<file path="src/rtl/control_unit.sv">
// Multicycle datapath controller: 16-state FSM with outputs decoded from the state register.
// Optional exception support (invalid opcode/funct, arithmetic overflow) is enabled by CTRL_OVERFLOW_EXC_EN.
module control_unit (
  input  logic       clk,
  input  logic       rst,
  input  logic [5:0] opcode,
  input  logic [5:0] funct,
  input  logic       alu_zero,
  input  logic       alu_overflow,
  output logic       pc_load,
  output logic [1:0] pc_src,
  output logic       iord,
  output logic       mem_write,
  output logic       ir_load,
  output logic       mdr_load,
  output logic       reg_write,
  output logic [1:0] reg_dst,
  output logic [2:0] mem_to_reg,
  output logic       regA_load,
  output logic       regB_load,
  output logic       alu_srcA,
  output logic [1:0] alu_srcB,
  output logic [2:0] alu_op,
  output logic       aluout_load,
  output logic       epc_load,
  output logic [3:0] state
);

  typedef enum logic [3:0] {
    S_RESET       = 4'd0,
    S_FETCH       = 4'd1,
    S_FETCH_WAIT  = 4'd2,
    S_DECODE      = 4'd3,
    S_EXEC_R      = 4'd4,
    S_WB_R        = 4'd5,
    S_EXEC_I      = 4'd6,
    S_WB_I        = 4'd7,
    S_ADDR        = 4'd8,
    S_MEM_RD      = 4'd9,
    S_MEM_RD_WAIT = 4'd10,
    S_WB_LW       = 4'd11,
    S_MEM_WR      = 4'd12,
    S_BRANCH      = 4'd13,
    S_JUMP        = 4'd14,
    S_EXC         = 4'd15
  } state_t;

  localparam logic [2:0] ALU_ADD = 3'b001;
  localparam logic [2:0] ALU_SUB = 3'b010;
  localparam logic [2:0] ALU_AND = 3'b011;
  localparam logic [2:0] ALU_XOR = 3'b110;

`ifdef CTRL_OVERFLOW_EXC_EN
  localparam logic EXC_EN       = 1'b1;
  localparam state_t BAD_TARGET = S_EXC;
`else
  localparam logic EXC_EN       = 1'b0;
  localparam state_t BAD_TARGET = S_FETCH;
`endif

  state_t state_q;
  state_t state_d;
  logic   ovf_q;
  logic [2:0] r_op;
  logic       r_valid;
  logic       r_arith;

  assign state = state_q;

  // R-type function decode; r_arith marks the ops whose overflow is meaningful.
  always_comb begin
    r_op    = 3'b000;
    r_valid = 1'b1;
    r_arith = 1'b0;
    case (funct)
      6'h20: begin r_op = ALU_ADD; r_arith = 1'b1; end
      6'h22: begin r_op = ALU_SUB; r_arith = 1'b1; end
      6'h24: r_op = ALU_AND;
      6'h26: r_op = ALU_XOR;
      default: r_valid = 1'b0;
    endcase
  end

  always_ff @(posedge clk or posedge rst) begin
    if (rst) begin
      state_q <= S_RESET;
      ovf_q   <= 1'b0;
    end else begin
      state_q <= state_d;
      case (state_q)
        S_FETCH:  ovf_q <= 1'b0;
        S_EXEC_R: ovf_q <= r_arith & alu_overflow;
        S_EXEC_I: ovf_q <= alu_overflow;
        default:  ovf_q <= ovf_q;
      endcase
    end
  end

  always_comb begin
    state_d = S_FETCH;
    case (state_q)
      S_RESET:      state_d = S_FETCH;
      S_FETCH:      state_d = S_FETCH_WAIT;
      S_FETCH_WAIT: state_d = S_DECODE;
      S_DECODE: begin
        case (opcode)
          6'h00:        state_d = S_EXEC_R;
          6'h08:        state_d = S_EXEC_I;
          6'h23, 6'h2B: state_d = S_ADDR;
          6'h04, 6'h05: state_d = S_BRANCH;
          6'h02:        state_d = S_JUMP;
          default:      state_d = BAD_TARGET;
        endcase
      end
      S_EXEC_R:      state_d = r_valid ? S_WB_R : BAD_TARGET;
      S_WB_R:        state_d = (EXC_EN && ovf_q) ? S_EXC : S_FETCH;
      S_EXEC_I:      state_d = S_WB_I;
      S_WB_I:        state_d = (EXC_EN && ovf_q) ? S_EXC : S_FETCH;
      S_ADDR:        state_d = (opcode == 6'h2B) ? S_MEM_WR : S_MEM_RD;
      S_MEM_RD:      state_d = S_MEM_RD_WAIT;
      S_MEM_RD_WAIT: state_d = S_WB_LW;
      default:       state_d = S_FETCH;
    endcase
  end

  always_comb begin
    pc_load     = 1'b0;
    pc_src      = 2'b00;
    iord        = 1'b0;
    mem_write   = 1'b0;
    ir_load     = 1'b0;
    mdr_load    = 1'b0;
    reg_write   = 1'b0;
    reg_dst     = 2'b00;
    mem_to_reg  = 3'b000;
    regA_load   = 1'b0;
    regB_load   = 1'b0;
    alu_srcA    = 1'b0;
    alu_srcB    = 2'b00;
    alu_op      = 3'b000;
    aluout_load = 1'b0;
    epc_load    = 1'b0;
    case (state_q)
      S_FETCH: begin
        alu_srcB = 2'b01;
        alu_op   = ALU_ADD;
        pc_load  = 1'b1;
      end
      S_FETCH_WAIT: ir_load = 1'b1;
      S_DECODE: begin
        regA_load   = 1'b1;
        regB_load   = 1'b1;
        alu_srcB    = 2'b11;
        alu_op      = ALU_ADD;
        aluout_load = 1'b1;
      end
      S_EXEC_R: begin
        alu_srcA    = 1'b1;
        alu_op      = r_op;
        aluout_load = 1'b1;
      end
      S_WB_R: begin
        reg_dst   = 2'b01;
        reg_write = ~(EXC_EN & ovf_q);
      end
      S_EXEC_I, S_ADDR: begin
        alu_srcA    = 1'b1;
        alu_srcB    = 2'b10;
        alu_op      = ALU_ADD;
        aluout_load = 1'b1;
      end
      S_WB_I: reg_write = ~(EXC_EN & ovf_q);
      S_MEM_RD: iord = 1'b1;
      S_MEM_RD_WAIT: begin
        iord     = 1'b1;
        mdr_load = 1'b1;
      end
      S_WB_LW: begin
        mem_to_reg = 3'b001;
        reg_write  = 1'b1;
      end
      S_MEM_WR: begin
        iord      = 1'b1;
        mem_write = 1'b1;
      end
      // beq takes the branch on zero, bne on non-zero.
      S_BRANCH: begin
        alu_srcA = 1'b1;
        alu_op   = ALU_SUB;
        pc_src   = 2'b01;
        pc_load  = (opcode == 6'h04) ? alu_zero : ~alu_zero;
      end
      S_JUMP: begin
        pc_src  = 2'b10;
        pc_load = 1'b1;
      end
      S_EXC: begin
        epc_load = EXC_EN;
        pc_src   = EXC_EN ? 2'b11 : 2'b00;
        pc_load  = EXC_EN;
      end
      default: ;
    endcase
  end

endmodule

</file>
<file path="config.mk">
export PLATFORM = sky130hd
export DESIGN_NAME = control_unit
export DESIGN_NICKNAME = d
export VERILOG_FILES = /design/src/rtl/control_unit.sv
export SDC_FILE = /design/constraint.sdc
export NUM_CORES = 1
export LEC_CHECK = 0
export CORE_MARGIN = 2
export CORE_UTILIZATION = 36
export DETAILED_ROUTE_END_ITERATION = 16
export GPL_ROUTABILITY_DRIVEN = 0
export PLACE_DENSITY = 0.85
export SETUP_SLACK_MARGIN = 0.05
export SYNTH_ARGS = -nofsm -noshare
export SYNTH_HDL_FRONTEND = slang
export SYNTH_SLANG_ARGS = --single-unit
</file>
<file path="constraint.sdc">
create_clock -name clk -period 3.2 [get_ports clk]
set_input_delay 0.32 -clock clk [delete_from_list [all_inputs] [get_ports clk]]
set_output_delay 0.32 -clock clk [all_outputs]
set_load 0.05 [all_outputs]
</file>
### After elaboration in Yosys (flattened, before gate mapping)

Index checks and enable logic that the tools add are counted.

| cells by class | value |
|---|---|
| add/sub/neg operators | 0 |
| $mul | 0 |
| divide/modulo/power cells | 0 |
| magnitude comparators | 0 |
| equal/unequal tests | 24 |
| shift-type cells | 0 |
| mux-type cells | 21 |
| bitwise operators | 1 |
| reductions and logical operators | 11 |

Operator list:

| cell | count |
|---|---|
| == test 6 bit (second input constant) | 6 |
| case mux 4 bit (8 select lines) | 1 |
| == test 4 bit (second input constant) | 7 |
| case mux 4 bit (5 select lines) | 1 |
| == test 4 x 3 -> 1 bit (second input constant) | 4 |
| OR reduction 4 bit | 4 |
| == test 6 x 3 -> 1 bit (second input constant) | 2 |
| two-way mux 1 bit | 12 |
| case mux 3 bit (4 select lines) | 1 |
| case mux 3 bit (3 select lines) | 1 |
| == test 4 x 2 -> 1 bit (second input constant) | 2 |
| OR reduction 2 bit | 4 |
| == test 6 x 2 -> 1 bit (second input constant) | 1 |
| == test 6 x 4 -> 1 bit (second input constant) | 1 |
| logical NOT 6 bit | 1 |
| two-way mux 3 bit | 2 |
| case mux 2 bit (3 select lines) | 1 |
| OR reduction 3 bit | 2 |
| == test 4 x 1 -> 1 bit (second input constant) | 1 |
| case mux 2 bit (2 select lines) | 1 |
| case mux 1 bit (2 select lines) | 1 |
| NOT 1 bit | 1 |

| word-level totals | value |
|---|---|
| register bits after elaboration | 4 |
| bits in latches | 0 |
| memory bits (writable) | 0 |
| memory bits (read-only) | 0 |
| logic and storage cells | 58 |
| memories | 0 |

### Longest topological paths before layout

| logic depth | value |
|---|---|
| depth after elaboration | 5 |
| depth in mapped cells | 6 |

### Worst setup path before layout

Ideal clock, no wire load.

| timing path | value |
|---|---|
| path type | reg-to-output |
| start point | register state_q[0] (netlist: state[0]) |
| end point | output port alu_op[1] |
| arrival time | 2.859 ns |
| path slack | 0.021 ns |
| stages on the path, launching flop included | 5 |
| path buffers | 2 |
| path through | dfrtp_1 > buf_2 > or2_1 > clkbuf_1 > o41ai_1 |

| between the ends | value |
|---|---|
| word-level cells in the longest chain between the ends | 3 |

RTL lines:

| element | RTL line | RTL |
|---|---|---|
| start, declared | 61 | `state_t state_q;` |
| start signal, assigned | 89 | `state_q <= state_d;` |
| == test 4 x 3 -> 1 bit, or another cell as far along | n/a |  |
| OR reduction 4 bit (no line) | n/a |  |
| case mux 3 bit (3 select lines) (*) | 143 | `case (state_q)` |
| end, declared | 23 | `output logic [2:0] alu_op,` |

Mark *: on every way between the ends. The rest lies on a longest branch, timed or not.

### Worst setup path after layout

| timing path | value |
|---|---|
| start point | input port funct[0] |
| end point | output port alu_op[1] |

| between the ends | value |
|---|---|
| word-level cells in the longest chain between the ends | 3 |

RTL lines:

| element | RTL line | RTL |
|---|---|---|
| start, declared | 7 | `input logic [5:0] funct,` |
| == test 6 bit | 75 | `case (funct)` |
| case mux 3 bit (4 select lines) (*) | 75 |  |
| case mux 3 bit (3 select lines) (*) | 143 |  |

Marked as above.

==> run metrics <==
Post-Synth Simple-Gate Area=42.1%; Hold Path Class=in -> async; clock latency on the worst-skew pair=0.23 ns; main combinational cell family by area after synthesis=simple AND/OR/NAND/NOR gates; cell mode on critical path=clkdlybuf4s50_1; vias per cell=around 5.5; Final Cell Area=just under 1000 µm²; fin crit period=2.78 ns; Setup Crit Path Kind=in -> out; post-placement cell area=around 940 µm²; nets=142; CTS buffer count=3; max reg flops=4; post-synth top area cell=dfrtp_1; CP peak stage delay=0.85 ns; max_cap viols=0; Critical Path End=alu_op[1]; Max Slew Vio Count=0; Hold-fix buffers, CTS=0; Main synth FF type=dfrtp_1; Worst R2R Start=state[3]$_DFF_PP0_; Area contributors post-synth=dfrtp_1 (17%), nor2_1 (6.9%), buf_4 (6.3%); I/O pin total=43; critical path fanouts, max=4; post-CTS setup buffer count=0; synth warn=0; crit path launch=funct[0]; Yosys top cell area share=16.8%; crit path cell chain=clkdlybuf4s50_1 > or4b_4 > o41ai_2 > clkdlybuf4s50_1; CTS tree=built; Reg2Reg Setup Slack=1.45 ns; worst-case reg-to-reg path depth=4; Setup Skew=0.00288 ns; Clock power frac=about 7%; GRT Total Usage=19.5%; drt pass-1 iters=4; post-synthesis sequential area ratio=16.8%; ANT cells=0; H-Tree Depth=1; layout cell share with drive strength beyond 1=8.87%; net switching fraction of the power=between 60% and 70%; via count=776; port bufs=37; Avg WL per Cell=13.1 µm; final WL=about 1.8 mm; first-pass GRT wire length=2.90 mm; largest net degree at the start of global routing=16; Yosys cell types=36; combinational fraction of design power=79.6%; CTS Buffer Depth=2; Worst VDD drop=543 µV; Hold Slack=0.286 ns; highest clock rate=0.359 GHz; Worst EP required=roughly 2.9 ns; total grt overflow=0; Reg-to-Reg End=state[2]$_DFF_PP0_; Post-synth EDFFs=0; Initial Utilization=around two fifths; Worst-path clk slew=0.04 ns; CP max-delay cell=clkdlybuf4s50_1; Die Span X=44.7 µm; RSZ-0062 raised after global routing=false; XOR/XNOR Fraction of Synth Area=2.94%; core box area=between 1500 and 2000 µm²; Gate Count Post-Synth=91; Final Hold Fails=0; Post-Synthesis Cell Area=597 µm²; area grow syn2layout=62.1%; die area=2000 µm²; outcome=finished, final reports clean; register bit total from synthesis=4; Critical Path Start Type=input port; worst slew pin tran=0.512 ns; CP arrival=around 2.5 ns; Post-synth ARST share=100%; # rows=14; clock root buffer=clkbuf_4; DRC=0; vias in the first global route=731; sequential share of power=13.4%; ANT nets after route=0; Sum Neg Setup Slack=0 ns; DIE HEIGHT=44.7 µm; HPWL after detailed placement=1.44 mm; synthesized area per cell=6.56 µm²; net switching power of the design=0.000552 W; Rel. slew slack=65.8%; Leakage Power=0.391 nW; Setup violations, final=0; 1st-iter DRT viols=12; Worst setup EP type=output port; Internal=0.000337 W; PD cells=between 900 and 1000 nW/µm²; post-synthesis adder-cell area fraction=0%; initial antenna violation count=0; period utilization=86.9%; Synth Area in Compound Gates=22.2%; post-CTS sizing=0; clk sinks=4; mux contribution to synthesized area=1.68%
routing by layer:
metal / global-route usage (%) / routed length (µm)
met1: 20.4 / 729
met2: 37.1 / 993
met3: 2.80 / 87
met4: 9.70 / 19
met5: 0 / 0
synth_stat cells, drive strengths merged (2+ instances only):
cell    count
nor2       11
nand2      10
buf         8
inv         6
o21ai       6
nand2b      5
a21oi       4
dfrtp       4
nor3        4
or2         4
nor2b       3
nor4        3
a31oi       2
clkbuf      2
nand3       2
worst min path at each step:
stage / from / to / slack, ns / cells after the start
after floorplan: rst / state[0]$_DFF_PP0_ / 0.09 / 1
after global placement: rst / state[3]$_DFF_PP0_ / 0.51 / 2
after detailed placement: rst / state[2]$_DFF_PP0_ / 0.53 / 2
after CTS: rst / state[0]$_DFF_PP0_ / 0.28 / 2
after global routing: rst / state[0]$_DFF_PP0_ / 0.30 / 2
final: rst / state[0]$_DFF_PP0_ / 0.29 / 2
power by group through the flow:
| stage | Combinational [W] | Clock, W | Sequential (W) |
|---|---|---|---|
| 2_1_floorplan | 0.000469 | 0 | 0.000147 |
| 3_3_place_gp | 0.000697 | 0 | 0.000117 |
| 3_5_place_dp | 0.000708 | 0 | 0.000119 |
| 4_1_cts | 0.000709 | 0.0000636 | 0.000118 |
| 5_1_grt | 0.000742 | 0.0000669 | 0.000123 |
| 6_report | 0.000707 | 0.0000625 | 0.000119 |
stage by stage:
step / setup slack, ns / util [%] / instances / power [W]
2_1_floorplan: 0.166 / - / 94 / 0.000617
3_3_place_gp: 0.428 / 62.0 / 137 / 0.000814
3_5_place_dp: 0.412 / 62.0 / 137 / 0.000826
4_1_cts: 0.416 / 63.5 / 140 / 0.000891
5_1_grt: 0.352 / 63.5 / 140 / 0.000932
6_report: 0.418 / 63.5 / 140 / 0.000889
cell type report:
cell class	count	area, µm²
Inverter	6	22.5
Timing Repair Buffer	37	368
Sequential cell	4	100
Multi-Input combinational cell	74	434
Clock buffer	3	22.5
Tap cell	16	20.0
Fill cell	141	557
layout by cell type (no fill, tap or decap), types with 4 or more instances in the layout:
| cell | Yosys | routed |
|---|---|---|
| a21oi_1 | 4 | 4 |
| clkdlybuf4s50_1 | 0 | 36 |
| conb_1 | 1 | 4 |
| dfrtp_1 | 4 | 4 |
| inv_1 | 6 | 6 |
| nand2_1 | 10 | 10 |
| nand2b_1 | 5 | 5 |
| nor2_1 | 11 | 11 |
| nor3_1 | 4 | 4 |
| o21ai_0 | 6 | 6 |
cells by family (layout without fill, tap and decap cells):
| logic type | after synthesis | count (layout) |
|---|---|---|
| buffers and inverters | 16 | 46 |
| flip-flops | 4 | 4 |
| AO/OA/AOI/OAI | 20 | 20 |
| multiplexers | 1 | 1 |
| other | 1 | 4 |
| AND/OR/NAND/NOR | 47 | 47 |
| XOR/XNOR | 2 | 2 |
critical path, delay by kind of cell:
family | cells | cell delay [ns]
buffers and inverters | 2 | 1.26
AOI/OAI and AO/OA | 1 | 0.32
and+or+nand+nor | 1 | 0.56
(Power assumes the default switching activity.)
